$ cat config.mk
export PLATFORM = sky130hd
export DESIGN_NAME = cpu_multicycle
export DESIGN_NICKNAME = d
export VERILOG_FILES = /design/src/rtl/cpu_pkg.sv /design/src/rtl/alu_param.sv /design/src/rtl/cpu_multicycle.sv
export SDC_FILE = /design/constraint.sdc
export NUM_CORES = 1
export LEC_CHECK = 0
export BUFFER_PORTS_ARGS = -buffer_cell sky130_fd_sc_hd__buf_4
export CAP_MARGIN = 0
export CORE_MARGIN = 2
export CORE_UTILIZATION = 45
export CTS_CLUSTER_DIAMETER = 120
export DETAILED_ROUTE_END_ITERATION = 8
export GPL_TIMING_DRIVEN = 1
export SETUP_SLACK_MARGIN = 0.2
export SYNTH_ARGS = -nofsm -noshare
export SYNTH_HDL_FRONTEND = slang
export SYNTH_SLANG_ARGS = --single-unit
$ cat constraint.sdc
create_clock -name CLK -period 4.63 [get_ports CLK]
set_input_delay 0.926 -clock CLK [delete_from_list [all_inputs] [get_ports CLK]]
set_output_delay 0.926 -clock CLK [all_outputs]
set_load 0.02 [all_outputs]
$ cat src/rtl/cpu_pkg.sv
// rtl/cpu_pkg.sv - opcodes, FSM state type and ALU operation encoding for cpu_multicycle
package cpu_pkg;

    localparam logic [7:0] OP_LOADI = 8'h00;
    localparam logic [7:0] OP_MOV   = 8'h01;
    localparam logic [7:0] OP_ADD   = 8'h02;
    localparam logic [7:0] OP_SUB   = 8'h03;
    localparam logic [7:0] OP_AND   = 8'h04;
    localparam logic [7:0] OP_OR    = 8'h05;
    localparam logic [7:0] OP_J     = 8'h06;
    localparam logic [7:0] OP_BEQ   = 8'h07;
    localparam logic [7:0] OP_BNE   = 8'h08;

    typedef enum logic [1:0] {
        S_IDLE  = 2'd0,
        S_FETCH = 2'd1,
        S_EXEC  = 2'd2,
        S_WB    = 2'd3
    } state_t;

    typedef enum logic [1:0] {
        ALU_PASS = 2'd0,
        ALU_ADD  = 2'd1,
        ALU_AND  = 2'd2,
        ALU_OR   = 2'd3
    } alu_op_t;

endpackage

$ cat src/rtl/alu_param.sv
// rtl/alu_param.sv - combinational ALU: pass, add, and, or, with zero flag
// Ports: i_op (alu_op_t encoding), i_a, i_b operands; o_y result; o_zero set when o_y == 0.
module alu_param
    import cpu_pkg::*;
#(
    parameter int DATA_W = 8
) (
    input  logic [1:0]        i_op,
    input  logic [DATA_W-1:0] i_a,
    input  logic [DATA_W-1:0] i_b,
    output logic [DATA_W-1:0] o_y,
    output logic              o_zero
);

    always_comb begin
        o_y = i_a;
        case (i_op)
            ALU_PASS: o_y = i_a;
            ALU_ADD:  o_y = i_a + i_b;
            ALU_AND:  o_y = i_a & i_b;
            ALU_OR:   o_y = i_a | i_b;
            default:  o_y = i_a;
        endcase
    end

    assign o_zero = (o_y == '0);

endmodule

$ cat src/rtl/cpu_multicycle.sv
// rtl/cpu_multicycle.sv - multicycle CPU core: IDLE/FETCH/EXEC/WB, register file, PC logic
// Ports: CLK clock; RESET async active-low; PC fetch/exec address; IMEM_REQ fetch request;
//        INSTRUCTION fetched word; IMEM_READY fetch strobe; RETIRE pulse in writeback.
// Optional: define CPU_BNE_EN to decode opcode 0x08 as bne (otherwise a NOP).
module cpu_multicycle
    import cpu_pkg::*;
#(
    parameter int DATA_W = 8,
    parameter int REG_AW = 3,
    parameter int PC_W   = 32
) (
    input  logic            CLK,
    input  logic            RESET,
    output logic [PC_W-1:0] PC,
    output logic            IMEM_REQ,
    input  logic [31:0]     INSTRUCTION,
    input  logic            IMEM_READY,
    output logic            RETIRE
);

    state_t              r_state, w_next_state;
    logic [PC_W-1:0]     r_pc;
    logic [31:0]         r_ir;
    logic [DATA_W-1:0]   r_regs [2**REG_AW];
    logic [DATA_W-1:0]   r_alu_res;
    logic                r_zero;
    logic                r_imem_req;
    logic                r_retire;

    logic [7:0]          w_op;
    logic [REG_AW-1:0]   w_rd, w_rs1, w_rs2;
    logic [DATA_W-1:0]   w_src1, w_src2, w_imm_ext;
    logic [1:0]          w_alu_op;
    logic [DATA_W-1:0]   w_alu_a, w_alu_b, w_alu_y;
    logic                w_alu_zero;
    logic                w_wr_en;
    logic                w_taken;
    logic [PC_W-1:0]     w_pc_plus4, w_target;
    logic                w_unused_rs1_hi;

    assign w_op      = r_ir[31:24];
    assign w_rd      = r_ir[16 +: REG_AW];
    assign w_rs1     = r_ir[8 +: REG_AW];
    assign w_rs2     = r_ir[0 +: REG_AW];
    assign w_src1    = r_regs[w_rs1];
    assign w_src2    = r_regs[w_rs2];
    assign w_imm_ext = DATA_W'($signed(r_ir[7:0]));
    // Upper bits of the source1 field carry no information for register indexing.
    assign w_unused_rs1_hi = ^r_ir[15:8+REG_AW];

    assign w_pc_plus4 = r_pc + PC_W'(4);
    assign w_target   = w_pc_plus4 + (PC_W'($signed(r_ir[23:16])) << 2);

    // Decode: subtraction (sub, beq, bne) is an add of the negated second source.
    always_comb begin
        w_alu_op = ALU_PASS;
        w_alu_a  = w_src1;
        w_alu_b  = w_src2;
        w_wr_en  = 1'b0;
        w_taken  = 1'b0;
        case (w_op)
            OP_LOADI: begin w_alu_a = w_imm_ext; w_wr_en = 1'b1; end
            OP_MOV:   begin w_wr_en = 1'b1; end
            OP_ADD:   begin w_alu_op = ALU_ADD; w_wr_en = 1'b1; end
            OP_SUB:   begin w_alu_op = ALU_ADD; w_alu_b = -w_src2; w_wr_en = 1'b1; end
            OP_AND:   begin w_alu_op = ALU_AND; w_wr_en = 1'b1; end
            OP_OR:    begin w_alu_op = ALU_OR;  w_wr_en = 1'b1; end
            OP_J:     begin w_taken = 1'b1; end
            OP_BEQ:   begin w_alu_op = ALU_ADD; w_alu_b = -w_src2; w_taken = r_zero; end
`ifdef CPU_BNE_EN
            OP_BNE:   begin w_alu_op = ALU_ADD; w_alu_b = -w_src2; w_taken = ~r_zero; end
`endif
            default:  ;
        endcase
    end

    alu_param #(.DATA_W(DATA_W)) u_alu (
        .i_op   (w_alu_op),
        .i_a    (w_alu_a),
        .i_b    (w_alu_b),
        .o_y    (w_alu_y),
        .o_zero (w_alu_zero)
    );

    always_comb begin
        w_next_state = r_state;
        case (r_state)
            S_IDLE:  w_next_state = S_FETCH;
            S_FETCH: if (IMEM_READY) w_next_state = S_EXEC;
            S_EXEC:  w_next_state = S_WB;
            S_WB:    w_next_state = S_FETCH;
            default: w_next_state = S_IDLE;
        endcase
    end

    always_ff @(posedge CLK or negedge RESET) begin
        if (!RESET) begin
            r_state    <= S_IDLE;
            r_pc       <= '0;
            r_ir       <= '0;
            r_alu_res  <= '0;
            r_zero     <= 1'b0;
            r_imem_req <= 1'b0;
            r_retire   <= 1'b0;
            for (int i = 0; i < 2**REG_AW; i++) r_regs[i] <= '0;
        end else begin
            r_state    <= w_next_state;
            // Both strobes are registered from the next state so they align with it.
            r_imem_req <= (w_next_state == S_FETCH);
            r_retire   <= (w_next_state == S_WB);
            if (r_state == S_FETCH && IMEM_READY) r_ir <= INSTRUCTION;
            if (r_state == S_EXEC) begin
                r_alu_res <= w_alu_y;
                r_zero    <= w_alu_zero;
            end
            if (r_state == S_WB) begin
                if (w_wr_en) r_regs[w_rd] <= r_alu_res;
                r_pc <= w_taken ? w_target : w_pc_plus4;
            end
        end
    end

    assign PC       = r_pc;
    assign IMEM_REQ = r_imem_req;
    assign RETIRE   = r_retire;

endmodule
## Word-level counts from Yosys, hierarchy flattened

Index checks and enable logic that the tools add are counted.

| word-level totals | value |
|---|---|
| bits in registers | 141 |
| input bits | 35 |
| output and inout port bits | 34 |
| word-level logic and storage cells | 72 |

| operators by class | value |
|---|---|
| $add $sub $neg | 4 |
| order comparisons | 4 |
| eq/ne operators | 15 |
| mux-type cells | 18 |
| bitwise gates (word level) | 5 |
| reduce and logical (&&, ||, !) cells | 11 |

Operators by type and width:

| operator | number |
|---|---|
| 64-bit bitwise mux | 1 |
| 8-bit two-way mux | 7 |
| 8-bit binary-select mux with 3-bit select | 2 |
| 32-bit by 3-bit adder with 32-bit output, second input constant | 1 |
| 32-bit adder | 1 |
| 8-bit by 3-bit equality test with 1-bit output, second input constant | 4 |
| 32-bit two-way mux | 1 |
| 8-bit case mux with 4 select lines | 1 |
| 8-bit demux with 3-bit select | 1 |
| 8-bit by 2-bit equality test with 1-bit output, second input constant | 2 |
| 8-bit zero test | 2 |
| 4-bit >= comparator, second input constant | 3 |
| 3-bit NOT with 4-bit output | 3 |
| 2-bit case mux with 3 select lines | 2 |
| 2-bit equality test, second input constant | 5 |
| 8-bit adder | 1 |
| 8-bit bitwise AND | 1 |
| 8-bit by 1-bit equality test with 1-bit output, second input constant | 1 |
| 8-bit negation | 1 |
| 8-bit OR | 1 |
| 2-bit by 1-bit equality test with 1-bit output, second input constant | 3 |
| 6-bit OR reduction | 1 |
| 2-bit zero test | 2 |
| 4-bit by 1-bit less-than comparator with 1-bit output, second input constant | 1 |
| 7 further kinds | 9 |

## Longest topological paths before layout

Gate-level depths: netlist of run 1.

| logic depth | value |
|---|---|
| depth in word-level cells | 9 |
| depth in mapped cells | 18 |
| mapped depth without buffers | 17 |

## Modules after synthesis

From an unflattened synthesis of run 1, not the netlist that was laid out.

| second synthesis, totals | value |
|---|---|
| cells, all modules | 940 |
| area total of the unflattened synthesis | 9629.2 sq um |

By module, submodules not included:

| module | times used | cells each | area each (sq um) | seq. area each (sq um) |
|---|---|---|---|---|
| cpu_multicycle | 1 | 860 | 8932.3 | 3353.2 |
| alu_param | 1 | 80 | 696.9 | 0.0 |

## Least setup slack after synthesis of run 1

OpenSTA, ideal clock, no wires.

| timing path | value |
|---|---|
| path type | register -> register |
| start | register r_ir[0] |
| end | register r_zero |
| setup time | 66 ps |
| data arrival time | 3624 ps |
| data required time | 4564 ps |
| path slack | 939 ps |
| stages on the path, launching flop included | 17 |
| buffers on the path | 1 |
| clock period less this slack | 3691 ps |
| path through | dfrtp_1 > buf_2 > mux4_2 > mux2i_1 > ha_1 > o21ai_0 > inv_1 > fa_1 > nand3_1 > nand2_1 > a21o_1 > a21oi_1 > xnor2_1 > a221oi_1 > and3_1 > and4_1 > a22o_1 |

| on the way | value |
|---|---|
| longest elaborated chain between the ends | 9 |
| elaborated cells between the ends (all ways) | 12 |
| those cells by class | 2 x add/sub; 6 x mux; 3 x bitwise; 1 x reduce/logical |

RTL lines:

| element | RTL line | RTL |
|---|---|---|
| start, declared | cpu_multicycle.sv:23 | `logic [31:0] r_ir;` |
| start signal, assigned | cpu_multicycle.sv:100 | `r_ir <= '0;` |
| start signal, assigned | cpu_multicycle.sv:111 | `if (r_state == S_FETCH && IMEM_READY) r_ir <= INSTRUCTION;` |
| 3-bit NOT with 4-bit output (implied by the code) | cpu_multicycle.sv:46 | `assign w_src2 = r_regs[w_rs2];` |
| 8-bit binary-select mux with 3-bit select | cpu_multicycle.sv:46 |  |
| 8-bit two-way mux (implied by the code) (2 in series) | cpu_multicycle.sv:46 |  |
| 8-bit negation | cpu_multicycle.sv:65, cpu_multicycle.sv:69 |  |
| 8-bit two-way mux | -- |  |
| 8-bit adder, or another cell as far along | alu_param.sv:19 | `ALU_ADD: o_y = i_a + i_b;` |
| 8-bit case mux with 4 select lines * | alu_param.sv:17 | `case (i_op)` |
| 8-bit zero test * | alu_param.sv:26 | `assign o_zero = (o_y == '0);` |
| end signal, assigned | cpu_multicycle.sv:114 | `r_zero <= w_alu_zero;` |
| end, declared | cpu_multicycle.sv:26 | `logic r_zero;` |

Mark *: on every way between the ends. The rest lies on a longest branch, timed or not. The select of a mux whose other input is x is not followed.
A chain may end at the register's enable or synchronous reset.

## Worst setup path in the final report of run 1

Ends and elaborated chain as after synthesis.

==> reports/qor.txt, run 1 <==
IO Port Bufs -> 61
Vias -> 7125
Ys async rst share -> 100%
Setup TNS -> 0 ns
Die width -> 148 um
CTS Hold Bufs -> 0
Crit Path Category -> flip-flop to flip-flop
Skew final -> 0.00908 ns
Final setup fails -> 0
Pwr Density -> 531 nW/um^2
RSZ-0062 raised after global routing -> false
Top_reg_cell synth -> dfrtp_1
Max stage delay on crit path -> 0.53 ns
Status -> finished clean
R2r worst-path depth -> 17
Endpoints failing hold -> 0
Fmax -> 239 MHz
Slew at the pin closest to its max-slew limit -> 1.10 ns
Final core occ -> 52.7%
CTS Sinks -> 134
Reg clk slew, reported paths -> 0.07 ns
Number of global-route vias before repair -> 6794
CTS tree -> yes
Worst Path Max Fanout -> 8
Synth cell count leaders -> 134 x dfrtp_1, 91 x mux2_2, 73 x nand2_1
Largest net degree at the start of global routing -> 64
Initial drt markers -> 457
Final-layout fill cell count -> 1882
Worst vdd ir -> 0.258 mV
CP endpoint kind -> flip-flop
Reg area -> 3350 um^2
Via density per instance -> 5.73
WP buf/inv -> 2
All-Layer GR Usage -> 21.2%
Mapped cell area -> 9350 um^2
Count leader, synth -> dfrtp_1
Capturing point of the worst reg2reg path -> r_zero
Row cnt -> 52
Worst R2R Setup Slack -> 0.45 ns
Area growth, synth to finish -> 14.5%
Critical path's top delay family -> simple AND/OR/NAND/NOR gates
Mean post-synth cell area -> 10.3 um^2
Worst EP arrival -> 4.54 ns
Worst reg2reg path startpoint -> r_ir[0]
# Max-Cap Violations -> 0
I/O pin cnt -> 69
Final Max Tran Viols -> 0
Dominant cells by area after synthesis -> dfrtp_1 36%, mux2_2 11%, mux4_2 7.7%
HPWL Detailed -> 16200 um
CTS H-Tree Depth -> 4
Netlist cell types -> 74
Grt ovf -> 0
Initial core utilization -> 46.1%
Drt wl/cell -> 18.3 um
Placed Area -> 10100 um^2
Post-synth EDFFs -> 0
First-pass GRT wire length -> 36500 um
Final Wtd Congestion -> 0.844
Synth top area share -> 35.9%
CTS Buf Count -> 17
Post-route cell area -> 10700 um^2
Drt pass-1 iters -> 5
Slowest cell on the critical path -> dfrtp_2
Number of antenna violations at the first check in global routing -> 0
Die area -> 21900 um^2
Sequential cell area fraction in the yosys report -> 35.9%
Power, Total -> 5.68 mW
Core ar. -> 20300 um^2
#FFs+latches synth -> 134
# DRC -> 0
Rel. slew slack -> 26.6%
Worst-Skew Late Latency -> 0.43 ns
P_leak -> 4.92 nW
Inserted Diodes -> 0
Min Tclk post-route -> 4.18 ns
YS warnings -> 0
Die H -> 148 um
Startpoint class of the critical path -> flip-flop
Root Driver -> clkbuf_16
Share of cells above drive strength 1 -> 27.2%
Final WL -> 22700 um
Fin crit share -> 90.2%
Clock Path Buffers -> 2
Cell Chain, Critical Path -> buf_4 -> mux4_2 -> mux2i_1 -> and3_1 -> nor2_1 -> xnor2_1 -> inv_1 -> ha_1 -> nand3_1 -> nand2_1 -> a21o_1 -> a21oi_1 -> xnor2_1 -> a221oi_1 -> and3_1 -> and4_1 -> a22o_1
Worst hold path type -> input port to asynchronous set/reset pin
Synth area leader -> dfrtp_1
Nets@finish -> 1045
Post-Synthesis Cells -> 904
CP required -> 5.00 ns
Area of the multi-input gates -> 5630 um^2
Final ANT Viol Nets -> 0
==> cells in the final DEF (no fill, tap or decap), types with 5 or more instances in the layout <==
cell | synthesis | final
inv_1 | 33 | 33
inv_8 | 0 | 5
mux2i_1 | 19 | 19
ha_1 | 47 | 47
nand4_1 | 5 | 5
and2_1 | 7 | 7
dfrtp_1 | 134 | 133
a21oi_1 | 60 | 60
buf_4 | 5 | 82
mux4_2 | 32 | 32
xor2_1 | 25 | 25
o21bai_1 | 11 | 11
a22oi_1 | 6 | 6
nor3_1 | 9 | 8
nand3_1 | 29 | 29
and3_1 | 14 | 14
mux2_2 | 91 | 91
clkbuf_16 | 0 | 17
a21o_1 | 17 | 17
a211oi_1 | 5 | 5
inv_6 | 0 | 6
a31oi_1 | 7 | 7
nor2_1 | 54 | 54
nand2_1 | 73 | 73
xnor2_1 | 37 | 37
o21ai_0 | 58 | 57
==> worst register-to-register path: stages (launching register included) <==
cell and delay [ns]:
dfrtp_2 0.53, buf_4 0.19, mux4_2 0.48, mux2i_1 0.39, and3_1 0.26, nor2_1 0.06
xnor2_1 0.25, inv_1 0.08, ha_1 0.34, nand3_1 0.10, nand2_1 0.09, a21o_1 0.19
a21oi_1 0.17, xnor2_1 0.08, a221oi_1 0.39, and3_1 0.21, and4_1 0.19, a22o_1 0.12
==> layout make-up <==
class	instances	share of cell area [%]
flip-flops and latches	134	31.3
well taps	270	3.16
multi-input cells	692	52.6
inverters	33	1.16
repair buffers	83	5.86
clock buffers	17	3.98
clock inverters	15	1.88
==> sequential cells by signal, indices dropped and copies added, names as in the netlist <==
register,flops
r_ir,27
r_regs,64
r_zero,1
r_state,2
PC,30
RETIRE,1
IMEM_REQ,1
r_alu_res,8
==> cell families (layout without fill, tap and decap cells) <==
group	Yosys count	after routing	synth area share (%)
adders and majority gates	49	49	6.72
muxes	142	142	20.7
and+or+nand+nor	232	232	12.8
AOI/OAI and AO/OA	205	205	14.1
buffers and inverters	79	148	4.00
xor gates and xnor gates	62	62	5.81
DFF	134	134	35.9
other	1	2	0.0401
==> per-stage QoR <==
stage | cells | hold slack [ns] | worst slack [ns]
2_1_floorplan | 905 | 0.474 | 0.939
3_3_place_gp | 1211 | 0.489 | 0.410
3_5_place_dp | 1211 | 0.495 | 0.365
4_1_cts | 1243 | 0.491 | 0.341
5_1_grt | 1244 | 0.512 | 0.209
6_report | 1244 | 0.471 | 0.453
==> layer usage <==
metal	share of wire (%)	GRT usage (%)
met4	1.0	5.48
met1	50	31.2
met3	3.6	3.47
met2	45	32.9
met5	0	0
==> what timing repair did <==
item | in CTS | in global routing
setup buffers | 0 | 1
gates resized for setup | 0 | 2
endpoints found under the setup margin | 0 | 2
==> worst max path at each step <==
stage,depth (start not counted),endpoint,slack [ns],startpoint
floorplan,16,r_zero,0.94,r_ir[0]
global placement,15,r_zero,0.41,r_ir[0]
detailed placement,15,r_zero,0.37,r_ir[0]
CTS,15,r_zero,0.34,r_ir[0]
global route,15,r_alu_res[7],0.21,r_ir[0]
finish,17,r_zero,0.45,r_ir[0]
==> power by group <==
part | total (mW) | internal (mW) | switching, mW
combinational | 2.49 | 1.13 | 1.35
sequential | 1.75 | 1.37 | 0.373
clock | 1.45 | 0.831 | 0.618
(Power assumes the default switching activity.)
==> run 2: changes to the inputs <==
--- a/config.mk
+++ b/config.mk
@@ -10,8 +10,10 @@
 export CORE_MARGIN = 2
 export CORE_UTILIZATION = 45
 export CTS_CLUSTER_DIAMETER = 120
+export CTS_CLUSTER_SIZE = 25
 export DETAILED_ROUTE_END_ITERATION = 8
 export GPL_TIMING_DRIVEN = 1
+export PLACE_DENSITY = 0.72
 export SETUP_SLACK_MARGIN = 0.2
 export SYNTH_ARGS = -nofsm -noshare
 export SYNTH_HDL_FRONTEND = slang
==> run 2 against run 1 <==
Clock skew is 0.00086 ns higher. Register-to-register slack worse by 0.02 ns. Cell count shrank 0.72%. Flip-flop and latch count stayed put. Largest cell class unchanged. Largest power group unchanged.
==> reports/qor.txt, run 2 (synthesis gave the netlist of run 1 again) <==
Worst EP arrival -> 4.56 ns (+0.02 ns)
Min Tclk post-route -> 4.19 ns (+0.0177 ns)
Capturing point of the worst reg2reg path -> r_zero
Initial drt markers -> 413 (-9.6%)
Sw Share -> 40.9% (-0.37 points)
# Max-Cap Violations -> 0 (unchanged)
First-pass GRT wire length -> 37100 um (+1.6%)
RSZ-0062 raised after global routing -> false
Worst Path Max Fanout -> 8 (unchanged)
Endpoints failing hold -> 0 (unchanged)
Number of flip-flops in the largest register -> 64 (unchanged)
All-Layer GR Usage -> 21.4% (+0.16 points)
Startpoint class of the critical path -> flip-flop
Fin crit share -> 90.6% (+0.38 points)
Drt pass-1 iters -> 8 (+3)
Die area -> 21900 um^2 (unchanged)
Die H -> 148 um (unchanged)
Internal -> 3.33 mW (-0.31%)
Area growth, synth to finish -> 13.7%
Root Driver -> clkbuf_16
Final Max Tran Viols -> 0 (unchanged)
CP endpoint kind -> flip-flop
Share of cells above drive strength 1 -> 26.6% (-0.58 points)
Number of global-route vias before repair -> 7281 (+7.2%)
Largest net degree at the start of global routing -> 56 (-13%)
Post-CTS Resized -> 0 (unchanged)
Skew final -> 0.00994 ns (+0.000857 ns)
Worst reg2reg path startpoint -> r_ir[0]
Clock Path Buffers -> 2 (unchanged)
Number of antenna violations at the first check in global routing -> 0 (unchanged)
Setup TNS -> 0 ns (unchanged)
Reg clk slew, reported paths -> 0.06 ns (about the same)
Inserted Diodes -> 0 (unchanged)
Final setup margin -> 0.436 ns (-0.0177 ns)
Fmax -> 238 MHz (-0.42%)
CTS Sinks -> 134 (unchanged)
Commonest non-fill, non-tap cells in the layout -> 133 x dfrtp_1, 91 x mux2_2, 74 x buf_4
Vias -> 7187 (+0.87%)
Final Wtd Congestion -> 0.860 (+1.9%)
HPWL Detailed -> 15800 um (-2.3%)
Grt ovf -> 0 (unchanged)
Commonest non-fill, non-tap cell in the layout -> dfrtp_1
Via density per instance -> 5.82 (+1.6%)
Slew at the pin closest to its max-slew limit -> 1.02 ns (-0.0829 ns)
CTS tree -> yes
I/O pin cnt -> 69 (unchanged)
Register share of total power -> 31.3% (+0.5 points)
Nets@finish -> 1037 (-0.77%)
Switch Pwr -> 2.30 mW (-1.8%)
Final core occ -> 52.3% (-0.36 points)
Dpl ws -> 0.349 ns (-0.0159 ns)
Final WL -> 22800 um (+0.17%)
Clock power share -> 24.9% (-0.6 points)
Crit path capture -> r_zero
Comb pwr share -> 43.9% (about the same)
CP required -> 4.99 ns (about the same)
Rel. slew slack -> 32.1% (+5.5 points)
Core ar. -> 20300 um^2 (unchanged)
Pwr Density -> 530 nW/um^2 (-0.26%)
Initial core utilization -> 46.1% (unchanged)
CTS Hold Bufs -> 0 (unchanged)
Worst hold path type -> input port to asynchronous set/reset pin
R2r worst-path depth -> 15 (-2)
Final-layout fill cell count -> 1808 (-3.9%)
Worst vdd ir -> 0.261 mV (+1.1%)
Largest register by flop count -> r_regs
Die width -> 148 um (unchanged)
P_leak -> 4.87 nW (-1.0%)
Worst-Skew Late Latency -> 0.42 ns (about the same)
Row cnt -> 52 (unchanged)
Crit Path Category -> flip-flop to flip-flop
Post-CTS Setup Inserts -> 0 (unchanged)
Final ANT Viol Nets -> 0 (unchanged)
Status -> finished clean
Worst R2R Setup Slack -> 0.44 ns (-0.02 ns)
CTS H-Tree Depth -> 4 (unchanged)
Drt wl/cell -> 18.4 um (+0.90%)
Critical path origin -> r_ir[0]
Final setup fails -> 0 (unchanged)
# DRC -> 0 (unchanged)
CTS Buf Count -> 17 (unchanged)
IO Port Bufs -> 61 (unchanged)
run 2: cell count changes in the layout (fill, tap and decap cells not counted), moves of 2 or more:
cell / change
clkinv_8: -2
inv_8: -5
clkinv_4: +5
buf_4: -8
inv_6: -3
run 2: worst min-delay path by stage:
stage / to / depth (start not counted)
6_report: PC[26] / 1
5_1_grt: PC[31] / 1
4_1_cts: PC[31] / 1
3_5_place_dp: r_ir[5] / 1
3_3_place_gp: r_ir[27] / 1
2_1_floorplan: r_zero / 1
run 2: metrics by stage:
step	power (mW)	instances	instance area (um^2)	hold WS, ns
after floorplan	3.56	905	9350	0.474
after global placement	4.16	1204	10000	0.490
after detailed placement	4.20	1204	10000	0.498
after CTS	5.63	1235	10600	0.497
after global routing	6.00	1235	10600	0.513
final	5.63	1235	10600	0.480
run 2: routing by layer:
metal  share of wire (%)  wire (um)  GRT usage (%)
met5                   0          0              0
met4                 2.2        507           7.71
met3                 5.6       1270           4.11
met2                  49      11200           36.6
met1                  43       9770           27.1
run 2: layout make-up:
class	instances	area [um^2]	area share [%]
Timing Repair Buffer	75	567	5.33
Tap cell	270	338	3.18
Inverter	33	124	1.17
Sequential cell	134	3350	31.6
Clock buffer	18	429	4.04
Multi-Input combinational cell	692	5640	53.1
Clock inverter	13	173	1.62
run 2: worst max-delay path: stages, from the launching register on:
cell and delay (ns):
dfrtp_2 0.53, mux4_2 0.53, mux2i_1 0.38, ha_1 0.31
o21ai_0 0.28, inv_1 0.14, fa_1 0.47, nand3_1 0.09
nand2_1 0.09, a21o_1 0.18, a21oi_1 0.17, xnor2_1 0.08
a221oi_1 0.34, and3_1 0.22, and4_1 0.19, a22o_1 0.12
run 2: power by group through the flow:
stage	sequential (mW)	clock [mW]	combinational, mW
6_report	1.76	1.40	2.47
4_1_cts	1.76	1.42	2.45
3_5_place_dp	1.77	0	2.43
2_1_floorplan	1.69	0	1.87
3_3_place_gp	1.76	0	2.39
5_1_grt	1.80	1.48	2.71
